**config.mk**
```make
export PLATFORM = sky130hd
export DESIGN_NAME = alu_arbiter
export DESIGN_NICKNAME = d
export VERILOG_FILES = /design/src/rtl/alu_arbiter.sv
export SDC_FILE = /design/constraint.sdc
export NUM_CORES = 1
export LEC_CHECK = 0
export ABC_AREA = 1
export CORE_MARGIN = 5
export CORE_UTILIZATION = 30
export DETAILED_ROUTE_END_ITERATION = 7
export GPL_TIMING_DRIVEN = 1
export SETUP_SLACK_MARGIN = 0.2
export SLEW_MARGIN = 25
export SYNTH_ARGS = -nofsm -noshare
export SYNTH_HDL_FRONTEND = slang
export SYNTH_SLANG_ARGS = --single-unit
```
**constraint.sdc**
```tcl
create_clock -name clk -period 2.87 [get_ports clk]
set_clock_uncertainty 0.2 [all_clocks]
set_input_delay 0.287 -clock clk [delete_from_list [all_inputs] [get_ports clk]]
set_output_delay 0.287 -clock clk [all_outputs]
set_load 0.03 [all_outputs]
```
**src/rtl/alu_arbiter.sv**
```systemverilog
// Round-robin arbiter sharing one 8-bit ALU between two requesters; ALU_ARB_ERR_EN adds rsp_err.
// Latency: request accepted at edge N, rsp_valid high after edge N+1; one operation in flight.
// Backpressure: rsp_ready low holds the response and blocks all new grants.

module alu (
    input  logic [7:0] a,
    input  logic [7:0] b,
    input  logic [3:0] mode,
    output logic [7:0] y
);
    always_comb begin
        y = 8'h00;
        case (mode)
            4'b0000: y = a + b;
            4'b0001: y = a + ~b + 8'd1;
            4'b0010: y = a & b;
            4'b0011: y = a | b;
            4'b0100: y = ~a;
            default: y = 8'h00;
        endcase
    end
endmodule

module alu_arbiter (
    input  logic       clk,
    input  logic       rst_n,
    input  logic       req0_valid,
    input  logic       req1_valid,
    output logic       req0_ready,
    output logic       req1_ready,
    input  logic [7:0] req0_a,
    input  logic [7:0] req0_b,
    input  logic [7:0] req1_a,
    input  logic [7:0] req1_b,
    input  logic [3:0] req0_op,
    input  logic [3:0] req1_op,
    output logic       rsp_valid,
    input  logic       rsp_ready,
    output logic       rsp_id,
    output logic [7:0] rsp_data
`ifdef ALU_ARB_ERR_EN
    ,
    output logic       rsp_err
`endif
);
    typedef enum logic [1:0] {IDLE, EXEC, RESP} state_t;

    state_t     r_state;
    state_t     w_state_nxt;
    logic       r_last_grant;
    logic [7:0] r_a;
    logic [7:0] r_b;
    logic [3:0] r_op;
    logic       r_id;
    logic       r_rsp_id;
    logic [7:0] r_rsp_data;
    logic       w_grant0;
    logic       w_grant1;
    logic       w_op_legal;
    logic [3:0] w_alu_mode;
    logic [7:0] w_alu_y;

    // Contended grant goes to whichever requester did not win last time.
    always_comb begin
        w_state_nxt = r_state;
        w_grant0    = 1'b0;
        w_grant1    = 1'b0;
        case (r_state)
            IDLE: begin
                if (req0_valid && (!req1_valid || r_last_grant)) begin
                    w_grant0 = 1'b1;
                end else if (req1_valid) begin
                    w_grant1 = 1'b1;
                end
                if (w_grant0 || w_grant1) begin
                    w_state_nxt = EXEC;
                end
            end
            EXEC: w_state_nxt = RESP;
            RESP: begin
                if (rsp_ready) begin
                    w_state_nxt = IDLE;
                end
            end
            default: w_state_nxt = IDLE;
        endcase
    end

    always_ff @(posedge clk or negedge rst_n) begin
        if (!rst_n) begin
            r_state <= IDLE;
        end else begin
            r_state <= w_state_nxt;
        end
    end

    // Illegal opcodes never reach the ALU; they are forced to add and the result is zeroed.
    assign w_op_legal = (r_op <= 4'b0100);
    assign w_alu_mode = w_op_legal ? r_op : 4'b0000;

    alu u_alu (
        .a    (r_a),
        .b    (r_b),
        .mode (w_alu_mode),
        .y    (w_alu_y)
    );

    always_ff @(posedge clk or negedge rst_n) begin
        if (!rst_n) begin
            r_last_grant <= 1'b1;
            r_a          <= 8'h00;
            r_b          <= 8'h00;
            r_op         <= 4'b0000;
            r_id         <= 1'b0;
            r_rsp_id     <= 1'b0;
            r_rsp_data   <= 8'h00;
        end else begin
            if (w_grant0 || w_grant1) begin
                r_a          <= w_grant1 ? req1_a  : req0_a;
                r_b          <= w_grant1 ? req1_b  : req0_b;
                r_op         <= w_grant1 ? req1_op : req0_op;
                r_id         <= w_grant1;
                r_last_grant <= w_grant1;
            end
            if (r_state == EXEC) begin
                r_rsp_id   <= r_id;
                r_rsp_data <= w_op_legal ? w_alu_y : 8'h00;
            end
        end
    end

`ifdef ALU_ARB_ERR_EN
    logic r_rsp_err;

    always_ff @(posedge clk or negedge rst_n) begin
        if (!rst_n) begin
            r_rsp_err <= 1'b0;
        end else if (r_state == EXEC) begin
            r_rsp_err <= !w_op_legal;
        end
    end

    assign rsp_err = r_rsp_err & (r_state == RESP);
`endif

    // Ready is gated by rst_n so nothing is accepted while reset is held.
    assign req0_ready = rst_n & w_grant0;
    assign req1_ready = rst_n & w_grant1;
    assign rsp_valid  = (r_state == RESP);
    assign rsp_id     = r_rsp_id;
    assign rsp_data   = r_rsp_data;

endmodule

```
### Yosys cells after proc, flatten, opt, wreduce, memory -nomap -nowiden

Index checks and enable logic that the tools add are counted.

| cells by class | value |
|---|---|
| add/sub/neg operators | 3 |
| order comparisons | 1 |
| eq/ne operators | 8 |
| multiplexer cells | 16 |
| bitwise gates (word level) | 6 |
| reductions and logical operators | 8 |

Operator list:

| kind | number |
|---|---|
| $pmux 8 s5 | 1 |
| $mux 8 | 3 |
| $add 8x8->8 | 2 |
| $not 8->8 | 2 |
| $add 8x1->8 const B | 1 |
| $and 8x8->8 | 1 |
| $eq 4x2->1 const B | 2 |
| $mux 4 | 2 |
| $or 8x8->8 | 1 |
| $mux 1 | 7 |
| $pmux 2 s3 | 1 |
| $eq 4x1->1 const B | 1 |
| $eq 4x3->1 const B | 1 |
| $le 4x3->1 const B | 1 |
| $logic_not 4->1 | 1 |
| $mux 2 | 2 |
| $logic_or 1x1->1 | 3 |
| $and 1x1->1 | 2 |
| $eq 2x1->1 const B | 1 |
| $eq 2x2->1 const B | 1 |
| $logic_not 2->1 | 1 |
| $ne 2x1->1 const B | 1 |
| $ne 2x2->1 const B | 1 |
| $reduce_and 2->1 | 1 |
| other kinds (2) | 2 |

| word-level totals | value |
|---|---|
| register bits | 33 |
| word-level logic and storage cells | 50 |

### Longest topological paths before layout

Gate-level depths: netlist of the first run.

| logic depth | value |
|---|---|
| depth after elaboration | 8 |
| mapped depth | 13 |
| mapped depth without buffers | 12 |

### By module

Synthesis of the first run repeated with hierarchy kept, for this count alone.

| unflattened totals | value |
|---|---|
| cell total of the unflattened synthesis | 439 |
| area total of the unflattened synthesis | 2862.7 µm² |

By module, submodules not included:

| module | times used | cells an instance | area an instance (µm²) | sequential area each (µm²) |
|---|---|---|---|---|
| alu_arbiter | 1 | 242 | 1734.2 | 827.0 |
| alu | 1 | 197 | 1128.6 | 0.0 |

### Worst setup path before layout of the first run

Ideal clock, no wire load.

| timing path | value |
|---|---|
| kind | register to output |
| start point | register r_last_grant |
| end point | output port req0_ready |
| arrival time | 2.090 ns |
| data required time | 2.383 ns |
| path slack | 0.293 ns |
| cell stages (with the launch flop) | 3 |
| cells stage by stage | dfstp_2 inv_1 a2111oi_0 |

| between the ends | value |
|---|---|
| word-level cells in the longest chain between the ends | 6 |

Ends and longest elaborated chain:

| what | RTL line | text |
|---|---|---|
| from (decl) | 50 | `logic r_last_grant;` |
| from (signal assigned) | 123 | `r_last_grant <= w_grant1;` |
| $logic_or 1x1->1 | 70 | `if (req0_valid && (!req1_valid \|\| r_last_grant)) begin` |
| $logic_and 1x1->1 | 70 |  |
| $mux 1 | 70 |  |
| $mux 1 (2 in a row) | 68 | `case (r_state)` |
| $and 1x1->1 | 147 | `assign req0_ready = rst_n & w_grant0;` |
| to (decl) | 29 | `output logic req0_ready,` |

No other way between the ends. The select of a mux whose other input is x is not followed.

### Worst setup path in the final report of the first run

| timing path | value |
|---|---|
| start point | input port req1_valid |
| end point | output port req1_ready |

| between the ends | value |
|---|---|
| word-level cells in the longest chain between the ends | 7 |

Ends and longest elaborated chain:

| what | RTL line | text |
|---|---|---|
| from (decl) | 28 | `input logic req1_valid,` |
| $logic_not 1->1 | 70 |  |
| $logic_or 1x1->1 | 70 |  |
| $logic_and 1x1->1 | 70 |  |
| $mux 1 (*) | 70 |  |
| $mux 1 (*) (2 in a row) | 68 |  |
| $and 1x1->1 (*) | 148 | `assign req1_ready = rst_n & w_grant1;` |
| to (decl) | 30 | `output logic req1_ready,` |

Mark *: on every way between the ends. The rest lies on a longest branch, timed or not. The select of a mux whose other input is x is not followed.

==> impl_metrics.yaml, run 1 <==
run_status:
  outcome: "finished, final reports clean"
grt:
  grt_max_degree: 34
  grt-ovfl-total: 0
  track_usage_pct: 13.22
  grt_pass1_wl_um: 12020
  first_global_vias: 2519
  grt_antenna_before_repair: 0
timing:
  slew_violations: 0
  finalHoldViolations: 0
  fmax_mhz: 464.6
  post-route-min-period_ns: 2.152
  max-slew-margin-rel_pct: 62.37
  worst-slew-pin-transition_ns: 0.5645
  setup_viol: 0
  fin_crit_sh_pct: 74.99
  rsz0062_at_grt: "no"
  tns_ns: 0
clocking:
  cts_buffers: 5
  cts.path.max_buffers: 2
  worstSkewPairLatency_ns: 0.29
  cts_tree: "done"
  post_cts_buffers: 0
  holdBufCountCts: 0
  cts_resized: 0
  cts-root-buf: "clkbuf_8"
  h-tree-depth: 2
  path_clk_slew_ns: 0.07
  clock_sinks: 33
critical_path:
  worstPathArrival_ns: 1.67
  crit_path_max_fanout: 19
  cp-end-kind: "output port"
  slowest_stage: "clkdlybuf4s50_1"
  crit_top_cell: "buf_4"
  cp_cell_sequence: "clkdlybuf4s50_1 -> inv_2 -> a21oi_1 -> nand2_1 -> buf_4 -> nor2_1 -> buf_4"
  path_class: "input port to output port"
  worst_path_largest_cell_delay_ns: 0.50
  startpoint: "req1_valid"
  start_kind: "input port"
  r2r-start: "r_a[0]"
  required_ns: 2.38
floorplan:
  fp.dieW_um: 103.5
  io-pin-count: 57
  initial_core_util_pct: 30.38
  die_h_um: 103.5
  die_area_um2: 10720
  rows: 34
  core-area_um2: 8636
layout:
  antenna_cells: 0
  drive_above_1_share_pct: 8.780
  layout.nets: 479
  final_cell_area_um2: 3383
  syn_to_final_growth_pct: 28.95
  fillers: 874
detailed_routing:
  vias: 2508
  via_per_inst: 4.842
  final_antenna_net_count: 0
  drt_iter0_markers: 127
  wl_per_cell_um: 13.49
  dr.pass1.iters: 5
  drt_wl_total_um: 6987
  drc: 0
logic_synthesis:
  synthTopCellsByArea: "dfrtp_1 31%, ha_1 11%, nand2_1 10%"
  synthMostInstantiatedCell: "nand2_1"
  yosys.area.top_type: "dfrtp_1"
  yosys-top-cells-count: "71 x nand2_1, 43 x inv_1, 34 x nor2_1"
  yosysWarnings: 0
  synth_seq_cells: 33
  synth.distinct_cells: 34
  synthCells: 357
  ys.flop_type: "dfrtp_1"
  synth_edf_count: 0
  synth_nets: 427
  avgSynthCellArea_um2: 7.349
  synth_top_area_share_pct: 30.52
  async_reset_ff_share_pct: 100.0
  seq_area_frac_synth_pct: 31.52
  netlist_area_um2: 2624
worst_hold_path:
  hold_path_class: "register to register"
  hp-start: "rsp_data[1]"
placed_design:
  port_buffers: 56
  post-dp-hpwl_um: 5592
  place_congestion: 0.8978
  post_dp_cell_area_um2: 3267
pwr:
  power_density_nw_per_um2: 1208
  leakagePower_nw: 1.624
  peakVddDrop_mv: 0.4777
  total_power_mw: 4.087
flow_run:
  maxCapViolations: 0
[layout make-up]
cell class              count  area, µm²  area share (%)
clock buffers               7      86.33           2.552
clock inverters             1      30.03          0.8876
inverters                  53      209.0           6.176
multi-input cells         257       1505           44.49
flip-flops and latches     33      827.0           24.45
well taps                 108      135.1           3.994
repair buffers             59      590.6           17.46
[placed cells by master, fill, tap and decap left out, drive strengths merged, types with 4 or more instances in the layout]
cell,n
clkdlybuf4s50,54
dfrtp,32
clkbuf,7
inv,53
nand2,74
buf,5
o21ai,31
nor2,39
nand4,13
ha,23
a21oi,10
o22ai,20
nor3,4
nand3,33
[through the flow]
stage	util, %	cells	worst slack (ns)	hold WS (ns)
3_5_place_dp	37.83	510	0.7456	0.2648
2_1_floorplan	-	357	0.2934	-0.2086
5_1_grt	39.18	518	0.5779	0.3065
4_1_cts	39.18	518	0.7347	0.2841
3_3_place_gp	37.83	510	0.7740	0.2681
6_report	39.18	518	0.7178	0.2793
[power by group]
group | leakage (nW) | switching, mW | internal (mW)
registers | 0.410 | 0.175 | 0.686
logic | 1.16 | 1.77 | 0.992
clock network | 0.0585 | 0.177 | 0.283
[final timing paths]
check                               end  slack [ns]  depth (start not counted)
max in group asynchronous  r_last_grant        1.79                          2
hold reg to reg             rsp_data[1]        0.28                          2
setup reg to reg            rsp_data[6]        0.75                         11
min in group asynchronous        r_b[1]        0.35                          2
setup / recovery             req1_ready        0.72                          7
hold / removal              rsp_data[1]        0.28                          2
[per-layer routing]
layer  vias to the layer above  part of all wire [%]  global-route usage, %
li1                       1290                     -                      -
met2                        56                    48                  22.18
met3                         5                   4.0                  2.488
met1                      1157                    47                  17.66
met4                         0                  0.92                  2.812
met5                         -                     0                      0
[worst max-delay path: cells and delay by family]
family / cells / cell delay, ns
simple gates: 2 / 0.28
buf+inv: 4 / 0.98
compound gates: 1 / 0.12
[kinds of logic after synthesis]
group           Yosys count  share of synthesized area, %
buf+inv                  67                         11.11
simple gates            166                         30.42
compound gates           66                         14.45
flops                    33                         31.52
fa+ha+maj                25                         12.49
[registers in the layout, indices dropped and copies added, names as in the netlist]
signal,count
r_a,8
r_b,8
r_id,1
r_last_grant,1
r_op,4
r_state,2
rsp_data,8
rsp_id,1
Note: power is estimated with default switching activity, not from simulation.
==> inputs of run 2 (changes only) <==
- clock period: 2.87 -> 1.8 ns (I/O delays scaled with it)
==> run 2 against run 1 <==
Effect of this change:
- the flow now finishes with violations (negative setup slack)
- non-clock buffer count is 58 higher
- final cell count is 11% higher
- sequential share of layout area fell by 5.1 points
- cell area grew 26%
- sequential power rose by 58%
- via count up 12%
- largest cell class unchanged
==> impl_metrics.yaml, run 2 (synthesized netlist as in run 1, its figures left out) <==
floorplan:
  core-area_um2: 8636
  die_h_um: 103.5
  fp.dieW_um: 103.5
  io-pin-count: 57
  die_area_um2: 10720
  rows: 34
  initial_core_util_pct: 30.38
placed_design:
  place_congestion: 0.9280
  post_dp_cell_area_um2: 3632
  port_buffers: 56
  post-place-ws_ns: -0.1911
  post-dp-hpwl_um: 6389
layout:
  antenna_cells: 0
  utilization_pct: 49.48
  drive_above_1_share_pct: 36.11
  final_common_cell: "nand2_1"
  final_cell_area_um2: 4273
  syn_to_final_growth_pct: 62.85
  mostFrequentLayoutCells: "59 x nand2_1, 50 x buf_4, 43 x clkdlybuf4s50_1, 31 x dfrtp_1, 30 x inv_1"
  layout.nets: 537
timing:
  fin_crit_sh_pct: 106.3
  finalHoldViolations: 0
  setup_viol: 5
  slew_violations: 0
  post-route-min-period_ns: 1.913
  hold_ws_ns: 0.1394
  max-slew-margin-rel_pct: 71.04
  rsz0062_at_grt: "yes"
  worst-slew-pin-transition_ns: 0.4345
  fmax_mhz: 522.7
  fin_ws_ns: -0.1131
grt:
  first_global_vias: 2850
  grt_pass1_wl_um: 13780
  grt_max_degree: 34
  grt_antenna_before_repair: 0
  grt-ovfl-total: 0
  track_usage_pct: 15.37
run_status:
  violations: "negative setup slack"
  outcome: "finished, violations left"
pwr:
  power_density_nw_per_um2: 2052
  peakVddDrop_mv: 0.7976
  leakagePower_nw: 2.019
  total_power_mw: 8.769
critical_path:
  crit_top_cell: "nand2_1"
  start_kind: "register"
  r2r-start: "r_a[0]"
  required_ns: 1.79
  cp-end-kind: "register"
  worst_path_largest_cell_delay_ns: 0.40
  cp_cell_sequence: "ha_2 -> fa_2 -> nand2_2 -> a21oi_2 -> nor2_1 -> nand2_1 -> nand3_1 -> nand3_2 -> nand2_1 -> nand2_1"
  crit_path_max_fanout: 3
  worstPathArrival_ns: 1.90
  startpoint: "r_a[0]"
  path_class: "register to register"
  critical_path_buf_inv_count: 0
  slowest_stage: "dfrtp_1"
  cp_top_family: "adder cells"
detailed_routing:
  drt_iter0_markers: 140
  vias: 2804
  wl_per_cell_um: 14.95
  drt_wl_total_um: 8611
  dr.pass1.iters: 4
  drc: 0
  via_per_inst: 4.868
  final_antenna_net_count: 0
clocking:
  clock_sinks: 33
  path_clk_slew_ns: 0.08
  cts-root-buf: "clkbuf_8"
  h-tree-depth: 2
  holdBufCountCts: 0
  worstSkewPairLatency_ns: 0.30
  cts_tree: "done"
  cts.path.max_buffers: 2
  cts_buffers: 5
flow_run:
  maxCapViolations: 0
worst_hold_path:
  hold_path_class: "input port to async pin"
==> run 2: changes by cell type in the layout (fill, tap and decap cells not counted), moves of 10 or more <==
cell             before  now
ha_1                 23   11
clkdlybuf4s50_1      54   43
dlygate4sd2_1         0   10
inv_2                 7   18
buf_4                 4   50
inv_1                43   30
nand2_1              71   59
nand3_1              32   20
nand3_2               1   11
==> run 2: final timing paths <==
| kind | end | slack, ns | depth (start not counted) |
|---|---|---|---|
| min in group clk | r_state[1] | 0.26 | 4 |
| worst min register to register | rsp_data[7] | 0.27 | 2 |
| worst min-delay path | r_a[3] | 0.14 | 2 |
| max in group asynchronous | r_last_grant | 0.93 | 2 |
| worst max-delay path | rsp_data[4] | -0.11 | 10 |
| worst max register to register | rsp_data[4] | -0.11 | 10 |
==> run 2: repair_timing <==
| item | CTS | global route |
|---|---|---|
| gates resized for setup | 66 | 51 |
| pin swaps | 29 | 21 |
| setup buffers | 11 | 5 |
| endpoints found under the hold margin | 0 | 0 |
| gates cloned | 0 | 2 |
| setup endpoints to repair | 20 | 31 |
==> run 2: per-layer routing <==
layer / up-vias / global-route usage (%) / part of all wire [%]
met5: - / 0 / 0
met4: 0 / 5.717 / 2.7
met3: 16 / 2.985 / 5.1
met2: 76 / 26.00 / 50
met1: 1313 / 19.27 / 42
li1: 1399 / - / -
==> run 2: worst reg2reg max path, stage by stage (launching register included) <==
cell and delay, ns:
dfrtp_1 0.40, ha_2 0.21, fa_2 0.40, nand2_2 0.09
a21oi_2 0.06, nor2_1 0.08, nand2_1 0.06, nand3_1 0.09
nand3_2 0.10, nand2_1 0.07, nand2_1 0.04
==> run 2: per-stage QoR <==
stage,std cells,setup TNS [ns]
after floorplan,357,0
after global placement,550,-0.7564
after detailed placement,550,-0.8241
after CTS,569,-0.3069
after global routing,576,-1.017
final,576,-0.2952
==> run 2: layout make-up <==
class                   count  area (µm²)
clock buffers               7       76.32
clock inverters             1       7.507
fillers                   815        4363
inverters                  53       214.0
multi-input cells         257        1898
flip-flops and latches     33       828.3
well taps                 108       135.1
repair buffers            117        1114
==> run 2: report_power, final <==
part           internal, mW  switching, mW  leakage, nW
registers              1.10          0.267        0.409
logic                  3.06           3.76         1.57
clock network         0.274          0.311       0.0385
total                  4.43           4.34         2.02
